`config.mk`:
```
export PLATFORM = sky130hd
export DESIGN_NAME = fetch_queue
export DESIGN_NICKNAME = d
export VERILOG_FILES = /design/src/rtl/fetch_queue.sv
export SDC_FILE = /design/constraint.sdc
export NUM_CORES = 1
export LEC_CHECK = 0
export ABC_AREA = 0
export CAP_MARGIN = 20
export CORE_MARGIN = 5
export CORE_UTILIZATION = 45
export CTS_CLUSTER_SIZE = 14
export DETAILED_ROUTE_END_ITERATION = 8
export PLACE_DENSITY = 0.63
export SLEW_MARGIN = 20
export SYNTH_ARGS = -nofsm -noshare
export SYNTH_HDL_FRONTEND = slang
export SYNTH_SLANG_ARGS = --single-unit
```
`constraint.sdc`:
```
create_clock -name clk -period 5.1 [get_ports clk]
set_input_delay 1.275 -clock clk [delete_from_list [all_inputs] [get_ports clk]]
set_output_delay 1.275 -clock clk [all_outputs]
set_load 0.1 [all_outputs]
```
`src/rtl/fetch_queue.sv`:
```
// Instruction-fetch front end: owns the fetch PC, issues credit-limited imem reads and
// buffers {pc, instr} for decode. Define FETCH_QUEUE_BYPASS_EN for zero-latency empty-queue bypass.
module fetch_queue #(
  parameter int          DEPTH           = 4,
  parameter int          MAX_OUTSTANDING = 2,
  parameter logic [31:0] RESET_PC        = 32'h0000_0000
) (
  input  logic        clk,
  input  logic        rst,
  input  logic        redirect_valid,
  input  logic [31:0] redirect_pc,
  output logic        imem_req_valid,
  input  logic        imem_req_ready,
  output logic [31:0] imem_req_addr,
  input  logic        imem_rsp_valid,
  input  logic [31:0] imem_rsp_data,
  output logic        out_valid,
  input  logic        out_ready,
  output logic [31:0] out_instr,
  output logic [31:0] out_pc
);

  localparam int AW = $clog2(DEPTH);
  localparam int CW = AW + 1;
  localparam int OW = $clog2(MAX_OUTSTANDING) + 1;
  localparam int RW = (MAX_OUTSTANDING > 1) ? $clog2(MAX_OUTSTANDING) : 1;

  logic [31:0]   fetch_pc;
  logic [31:0]   pc_mem    [DEPTH];
  logic [31:0]   instr_mem [DEPTH];
  logic [AW-1:0] rd_ptr, wr_ptr;
  logic [CW-1:0] fifo_count;

  logic [31:0]   req_pc_mem [MAX_OUTSTANDING];
  logic [RW-1:0] req_rd, req_wr;
  logic [OW-1:0] outstanding, drop_cnt;

  logic [31:0] in_use;
  logic        req_fire, rsp_keep, fifo_empty, bypass, push, pop;
  logic [RW-1:0] req_rd_next, req_wr_next;

  always_comb begin
    in_use      = 32'(fifo_count) + 32'(outstanding);
    fifo_empty  = (fifo_count == '0);
    // Outstanding counts stale (to-be-dropped) requests too, so credit stays conservative.
    imem_req_valid = rst && !redirect_valid && (in_use < 32'(DEPTH))
                     && (32'(outstanding) < 32'(MAX_OUTSTANDING));
    imem_req_addr  = fetch_pc;
    req_fire       = imem_req_valid && imem_req_ready;
    rsp_keep       = imem_rsp_valid && (drop_cnt == '0) && !redirect_valid;
`ifdef FETCH_QUEUE_BYPASS_EN
    bypass = rsp_keep && fifo_empty && out_ready;
`else
    bypass = 1'b0;
`endif
    push = rsp_keep && !bypass;
    pop  = !fifo_empty && out_ready;

    req_rd_next = (req_rd == RW'(MAX_OUTSTANDING - 1)) ? '0 : req_rd + RW'(1);
    req_wr_next = (req_wr == RW'(MAX_OUTSTANDING - 1)) ? '0 : req_wr + RW'(1);

    out_valid = !fifo_empty || bypass;
    out_pc    = 32'h0;
    out_instr = 32'h0;
    if (bypass) begin
      out_pc    = req_pc_mem[req_rd];
      out_instr = imem_rsp_data;
    end else if (!fifo_empty) begin
      out_pc    = pc_mem[rd_ptr];
      out_instr = instr_mem[rd_ptr];
    end
  end

  always_ff @(posedge clk) begin
    if (rst && push) begin
      pc_mem[wr_ptr]    <= req_pc_mem[req_rd];
      instr_mem[wr_ptr] <= imem_rsp_data;
    end
    if (rst && req_fire) req_pc_mem[req_wr] <= fetch_pc;
  end

  always_ff @(posedge clk) begin
    if (!rst) begin
      fetch_pc    <= RESET_PC;
      rd_ptr      <= '0;
      wr_ptr      <= '0;
      fifo_count  <= '0;
      req_rd      <= '0;
      req_wr      <= '0;
      outstanding <= '0;
      drop_cnt    <= '0;
    end else begin
      if (redirect_valid) begin
        fetch_pc   <= redirect_pc & 32'hFFFF_FFFC;
        rd_ptr     <= '0;
        wr_ptr     <= '0;
        fifo_count <= '0;
      end else begin
        if (req_fire) fetch_pc <= fetch_pc + 32'd4;
        if (push) wr_ptr <= wr_ptr + AW'(1);
        if (pop)  rd_ptr <= rd_ptr + AW'(1);
        case ({push, pop})
          2'b10:   fifo_count <= fifo_count + CW'(1);
          2'b01:   fifo_count <= fifo_count - CW'(1);
          default: fifo_count <= fifo_count;
        endcase
      end

      if (req_fire)       req_wr <= req_wr_next;
      if (imem_rsp_valid) req_rd <= req_rd_next;
      outstanding <= outstanding + OW'(req_fire) - OW'(imem_rsp_valid);

      // Everything still in flight after this cycle's response belongs to the old stream.
      if (redirect_valid)
        drop_cnt <= outstanding - OW'(imem_rsp_valid);
      else if (imem_rsp_valid && (drop_cnt != '0))
        drop_cnt <= drop_cnt - OW'(1);
    end
  end

endmodule

```
* Word level (Yosys, flattened, before mapping)
Memories as Yosys holds them, arrays and structs flattened. A register that Yosys moved wholly into a read port is not among the register bits.
Cells that the tools add are included.
** Word-level totals
- Register bits after elaboration :: 45
- Bits in writable memories :: 320
- Input bits :: 70
- Output and inout port bits :: 98
- Word-level logic and storage cells :: 67
- Memories kept :: 3
** Operators by class
- $add $sub $neg :: 12
- Magnitude comparators :: 2
- Equal/unequal tests :: 2
- Mux-type cells :: 19
- Bitwise operators :: 1
- Reductions and logical operators :: 19
** Memory list
- instr_mem :: words 4, bits a word 32, read ports 1, clocked after Yosys merged registers in 1, write ports 1, line 30 : logic [31:0] instr_mem [DEPTH];
- pc_mem :: words 4, bits a word 32, read ports 1, clocked after Yosys merged registers in 1, write ports 1, line 29 : logic [31:0] pc_mem [DEPTH];
- req_pc_mem :: words 2, bits a word 32, read ports 1, clocked after Yosys merged registers in 1, write ports 1, line 34 : logic [31:0] req_pc_mem [MAX_OUTSTANDING];
** Operators with widths (count)
- $mux 32 :: 4
- $add 32x3->32 const B :: 1
- $mux 2 :: 6
- $logic_and 1x1->1 :: 10
- $mux 1 :: 8
- $reduce_bool 2->1 :: 4
- $pmux 3 s2 :: 1
- $add 2x1->2 const B :: 2
- $add 3x2->4 :: 1
- $lt 4x3->1 const B :: 1
- $sub 2x1->2 :: 2
- $add 3x1->3 const B :: 1
- $logic_not 3->1 :: 1
- $sub 3x1->3 const B :: 1
- $add 1x1->1 const B :: 2
- $add 2x1->2 :: 1
- $eq 2x1->1 const B :: 1
- $eq 2x2->1 const B :: 1
- $logic_not 1->1 :: 2
- $logic_not 2->1 :: 1
- $lt 2x2->1 const B :: 1
- $reduce_or 2->1 :: 1
- $sub 2x1->2 const B :: 1
- $not 1->1 :: 1

* Longest topological paths before layout
Gate-level depths: netlist of the first run.
- Word-level depth :: 8
- Mapped depth :: 12
- Gate-level depth less buffers :: 10

* Worst setup path before layout of the first run
OpenSTA, ideal clock, no wires.
- Path kind :: input -> output
- From :: in redirect_valid
- To :: out imem_req_valid
- Data arrival time :: 4061 ps
- Data required time :: 3825 ps
- Path slack :: -236 ps
- Stages on the path :: 5
- Path buffers :: 3
- Cells stage by stage :: clkbuf_1 > nand2b_1 > clkbuf_1 > clkbuf_1 > nor3_1
** Between the ends
- Cells in the longest elaborated chain, start to end :: 4
** Ends and longest elaborated chain
- start, declared :: line 10 : input logic redirect_valid,
- $logic_not 1->1 :: line 46 : imem_req_valid = rst && !redirect_valid && (in_use < 32'(DEPTH))
- $logic_and 1x1->1 (2 in series) :: line 46
- $logic_and 1x1->1 :: line 47 : && (32'(outstanding) < 32'(MAX_OUTSTANDING));
- end, declared :: line 12 : output logic imem_req_valid,
No other way between the ends.

==> results of run 1 <==
cell type report:
type	count	area share, %
multi-input cells	434	22.6
clock inverters	19	0.970
inverters	17	0.361
flip-flops and latches	354	57.6
repair buffers	180	9.84
clock buffers	50	5.81
well taps	402	2.85
registers in the layout, summed over array words and instances, names as in the netlist, named ones only:
register	cells
req_pc_mem	60
req_wr	1
imem_req_addr	30
outstanding	2
wr_ptr	2
pc_mem	120
req_rd	1
rd_ptr	2
fifo_count	3
drop_cnt	2
instr_mem	128
metal layers:
layer	wire length [microns]	vias up	part of all wire [%]	global-route usage (%)
met5	0	-	0	0
met2	14600	261	48	27.7
li1	-	3731	-	-
met4	433	0	1.4	3.42
met3	1990	34	6.5	3.45
met1	13600	4040	44	24.3
layout by cell type (no fill, tap or decap), types with 16 or more instances in the layout:
cell,netlist,final
mux4_2,62,62
mux2_2,30,30
nand3_1,19,19
nand2_1,37,37
edfxtp_1,308,308
and2_1,68,68
clkdlybuf4s50_1,0,130
dfxtp_1,46,44
clkbuf_16,0,39
inv_1,16,16
buf_4,4,45
nor2_1,25,24
cells in the mapped netlist (all sizes together), types with 13 or more instances:
cell    number
nand2       37
buf         14
edfxtp     308
nor2        25
and3        16
dfxtp       46
mux4        62
inv         17
mux2        30
nand3       19
and2        69
clkbuf      39
nor4        13
nand4       13
cell families after synthesis:
family	Yosys count
multiplexers	92
AND/OR/NAND/NOR	236
AO/OA/AOI/OAI	77
flip-flops	354
XOR/XNOR	13
other	1
buffers and inverters	70
adder cells (fa/ha/maj)	12
worst min-delay path: cells and delay by family, from the launching register on:
| family | cells | cell delay, ns |
|---|---|---|
| flip-flops | 1 | 0.33 |
| AND/OR/NAND/NOR | 1 | 0.08 |
| AO/OA/AOI/OAI | 1 | 0.06 |
worst max path at each step:
stage | endpoint | slack (ns) | cells past startpoint
floorplan | imem_req_valid | 0.63 | 5
global placement | out_instr[30] | 1.19 | 3
detailed placement | req_pc_mem[0][8] | 1.18 | 7
CTS | out_instr[30] | 0.64 | 3
global route | out_instr[30] | 0.56 | 3
finish | out_instr[24] | 0.74 | 3
through the flow:
step / total power, mW / hold WS, ns / setup WS, ns / cells / instance area (sq um)
floorplan: 3.78 / 0.480 / 0.633 / 858 / 14400
CTS: 6.63 / 0.517 / 0.640 / 1456 / 17700
global placement: 3.98 / 0.499 / 1.19 / 1387 / 16500
detailed placement: 3.99 / 0.506 / 1.18 / 1387 / 16500
finish: 6.55 / 0.516 / 0.742 / 1456 / 17700
global route: 6.80 / 0.552 / 0.563 / 1456 / 17700
power by group:
group          internal, mW  switching (mW)  total, mW
Combinational         0.205           0.441      0.645
Clock                  1.57            1.05       2.63
Sequential             3.22          0.0607       3.28
Total                  4.99            1.56       6.55
==> metrics.txt, run 1 <==
PwrDens 371 nW/um^2; TritonCTS buffer count 38; skew final 0.00620 ns; row count 65; Mapped Cells 855; layout overhead on the synthesized area 22.6%; Crit Path Max Fanout 35; die height about 190 microns; total grt overflow 0; area used by multi-input combinational logic 3980 sq um; Final Hold Viols 0; Hold Startpoint wr_ptr[1]; VDD IR max 0.196 mV; RSZ-0062 raised after global routing false; Ports 168; Initial Utilization between 40% and 50%; WP data required 3.83 ns; prevailing post-synth register cell edfxtp_1; leakage power 5.74 nW; min Tclk post-route 4.36 ns; FF+latch area 10200 sq um; largest net degree at the start of global routing 54; Ys Warns 0; vias in the first global route 8279; r2r endpoint fifo_count[2]; actual slew at the worst max-slew pin 1.04 ns; WP buf/inv 1; # nets final about 1100; htree depth 2; layout cell share with drive strength beyond 1 19.9%; Setup crit start kind flop; post-synthesis mux area share 12.0%; CTS Buffer Depth 3; crit share post-route 85.5%; Post-synth EDFFs 308; Hold-fix buffers, CTS 0; die area 35700 sq um; Setup CP Type flop to primary output; detailed-route via count 8066; slowest CP cell clkdlybuf4s50_1; Port Buffers 161; DR WL/cell 21.0 microns; Synth Area in Compound Gates 4.07%; Setup violations, final 0; number of synthesized register bits 354; Fillers roughly 2500; core box area 31600 sq um; Post-Syn Area approximately 14000 sq um; DRC 0; fraction of registers with async set/reset 0%; Post-Synth Simple-Gate Area roughly a tenth; Slew Limit Fails 0; Hold EP wr_ptr[1]; Rel. slew slack between 30% and 40%; HPWL after detailed placement 19000 microns; drt pass-1 iters 5; GRT Total Usage 17.0%; slowest cell delay on critical path between 0.9 and 1 ns; Critical Path AT approximately 3.1 ns; Avg Cell Area, Syn between 15 and 20 sq um; initial drt markers ~530; Reg2Reg Setup Slack 2.14 ns; Post-CTS Setup Bufs 0; xor/xnor share of the synthesized area 0.790%; final WL 30600 microns; CP delay by family, top buffers and inverters; clk sinks ~350; top cell type by total area after synthesis edfxtp_1; setup TNS 0 ns; GPL Wtd Cong 0.766; Critical R2R Launch fifo_count[2]; largest family of logic cells by synthesized area multiplexers; hold path depth 2; crit-path cells mux4_2, and2_1, clkdlybuf4s50_1; Achievable Freq 0.229 GHz; first-pass GRT wire length 47900 microns; worst-skew pair later-pin latency 0.51 ns; r2r worst-path depth 9; Antenna diodes 0; CTS tree yes; Via density 5.54; post-CTS sizing 0; Unique masters post-synth 57; initial antenna violation count 1; Max-cap violations 0; outcome completed; post-route ant nets 0; CTS Root Cell clkbuf_16; post-synthesis adder-cell area fraction under 10%; Synth top area share 64.2%; DIE WIDTH 189 microns; sequential-to-total area share from yosys stat 70.6%; hold crit path type flop to flop; Synth area leaders edfxtp_1 (64%), mux4_2 (9.7%), dfxtp_1 (6.4%), and2_1 (3.0%), mux2_2 (2.3%); clock slew at reported path FFs 0.06 ns; Critical Path End Type primary output; final core occ 56.0%
Note: power is estimated with default switching activity, not from simulation.
==> run 2, diff against run 1 <==
- PLACE_DENSITY: 0.63 -> 0.66
- clock period: 5.1 -> 3.55 ns (I/O delays scaled with it)
==> metrics.txt, run 2 (synthesized netlist as in run 1, its figures left out) <==
Setup crit start kind flop; Critical Path End Type primary output; Critical R2R Launch fifo_count[0]; Setup CP Type flop to primary output; skew final 0.0122 ns; setup TNS 0 ns; Largest register FFs 128; total grt overflow 0; HPWL after detailed placement 20200 microns; CTS tree yes; initial antenna violation count 0; Post-CTS Setup Bufs 0; Hold WS 0.529 ns; first-pass GRT wire length 48600 microns; drt pass-1 iters 5; RSZ-0062 raised after global routing false; htree depth 2; row count 65; Worst Setup SP fifo_count[2]; final WL 31000 microns; Hold Startpoint req_rd; crit share post-route between 90 and 100%; # nets final between 1000 and 1500; post-route ant nets 0; Regs by FF count instr_mem (128), pc_mem (120), req_pc_mem (60); Biggest register instr_mem; slowest cell delay on critical path a little over 0.8 ns; worst-skew pair later-pin latency 0.52 ns; Achievable Freq 0.303 GHz; Critical Path AT around 2.4 ns; commonest non-fill, non-tap cell in the layout edfxtp_1; DIE WIDTH ~190 microns; CP delay by family, top simple AND/OR/NAND/NOR gates; worst setup margin 0.253 ns; crit-path most repeated cell buf_12; Ports about 170; Antenna diodes 0; slowest CP cell or3_2; largest net degree at the start of global routing 34; clk sinks about 350; Finished Cell Area 18400 sq um; detailed-route via count roughly 8300; DR WL/cell 21.1 microns; DRC 0; hold crit path type flop to flop; Via density 5.63; crit-path cells or3_2, buf_12, and2_1, buf_12; PwrDens roughly 520 nW/um^2; pre-CTS setup slack roughly 0.30 ns; TritonCTS buffer count 38; Area after DPL 17200 sq um; die area between 30000 and 40000 sq um; core box area 31600 sq um; VDD IR max 0.251 mV; Crit Path Max Fanout 33; vias in the first global route 8429; most frequent cells in the layout edfxtp_1 (308), and2_1 (68), clkdlybuf4s50_1 (67); Slew Limit Fails 0; Max-cap violations 0; layout cell share with drive strength beyond 1 between 20% and 30%; Fillers 2380; actual slew at the worst max-slew pin between 0.7 and 0.8 ns; GRT Total Usage between 15 and 20%; Port Buffers 161; Hold-fix buffers, CTS 0; die height 189 microns; initial drt markers about 590; post-CTS sizing 0; layout overhead on the synthesized area 27.5%; clock slew at reported path FFs about 0.06 ns; WP buf/inv 2; GPL Wtd Cong 0.807; WP data required 2.66 ns; CTS Buffer Depth 3; outcome completed; min Tclk post-route 3.30 ns; Final Hold Viols 0; Setup violations, final 0; leakage power 6.09 nW; Rel. slew slack 52.8%; CTS Root Cell clkbuf_16; Initial Utilization a little under half
-- run 2: cell count changes in the layout (fill, tap and decap cells not counted), sizes merged --
cell and delta:
clkbuf -2, buf +78, bufinv -1, clkdlybuf4s50 -63, clkinv +1, clkinvlp +1
-- run 2: per-layer routing --
layer,global-route usage [%],vias up,share of wire (%)
met1,25.0,4172,45
met3,3.34,40,5.9
met2,27.7,291,47
met5,0,-,0
met4,4.04,0,1.8
li1,-,3768,-
-- run 2: metrics by stage --
step | total power, mW | utilization, % | instances
after floorplan | 5.43 | - | 858
after global placement | 5.78 | 54.4 | 1402
after detailed placement | 5.80 | 54.4 | 1402
after CTS | 9.59 | 58.2 | 1470
after global routing | 9.82 | 58.2 | 1470
final | 9.49 | 58.2 | 1470
-- run 2: final timing paths --
| kind | end | slack [ns] | cells past startpoint |
|---|---|---|---|
| min | req_rd | 0.53 | 2 |
| max | out_instr[0] | 0.25 | 4 |
| max reg2reg | fifo_count[2] | 0.96 | 8 |
| min reg2reg | req_rd | 0.53 | 2 |
-- run 2: power by group --
group	total [mW]	leakage [nW]	internal, mW	switching [mW]
Combinational	1.00	2.34	0.341	0.659
Clock	3.79	0.582	2.25	1.54
Sequential	4.71	3.17	4.62	0.0819
Total	9.49	6.09	7.21	2.28
-- run 2: worst register-to-register path: stages (launching register included) --
cell and delay, ns:
dfxtp_1 0.41, or3_2 0.61, and2_1 0.28, ha_1 0.19
inv_1 0.06, fa_1 0.38, xor2_1 0.16, or3_1 0.31
a21oi_1 0.14
-- run 2: final cells by class --
type / instances / area, sq um / area share (%)
Sequential cell: 354 / 10200 / 55.4
Clock inverter: 20 / 156 / 0.851
Clock buffer: 48 / 1050 / 5.73
Inverter: 17 / 63.8 / 0.347
Multi-Input combinational cell: 434 / 3990 / 21.7
Tap cell: 402 / 503 / 2.74
Timing Repair Buffer: 195 / 2430 / 13.2
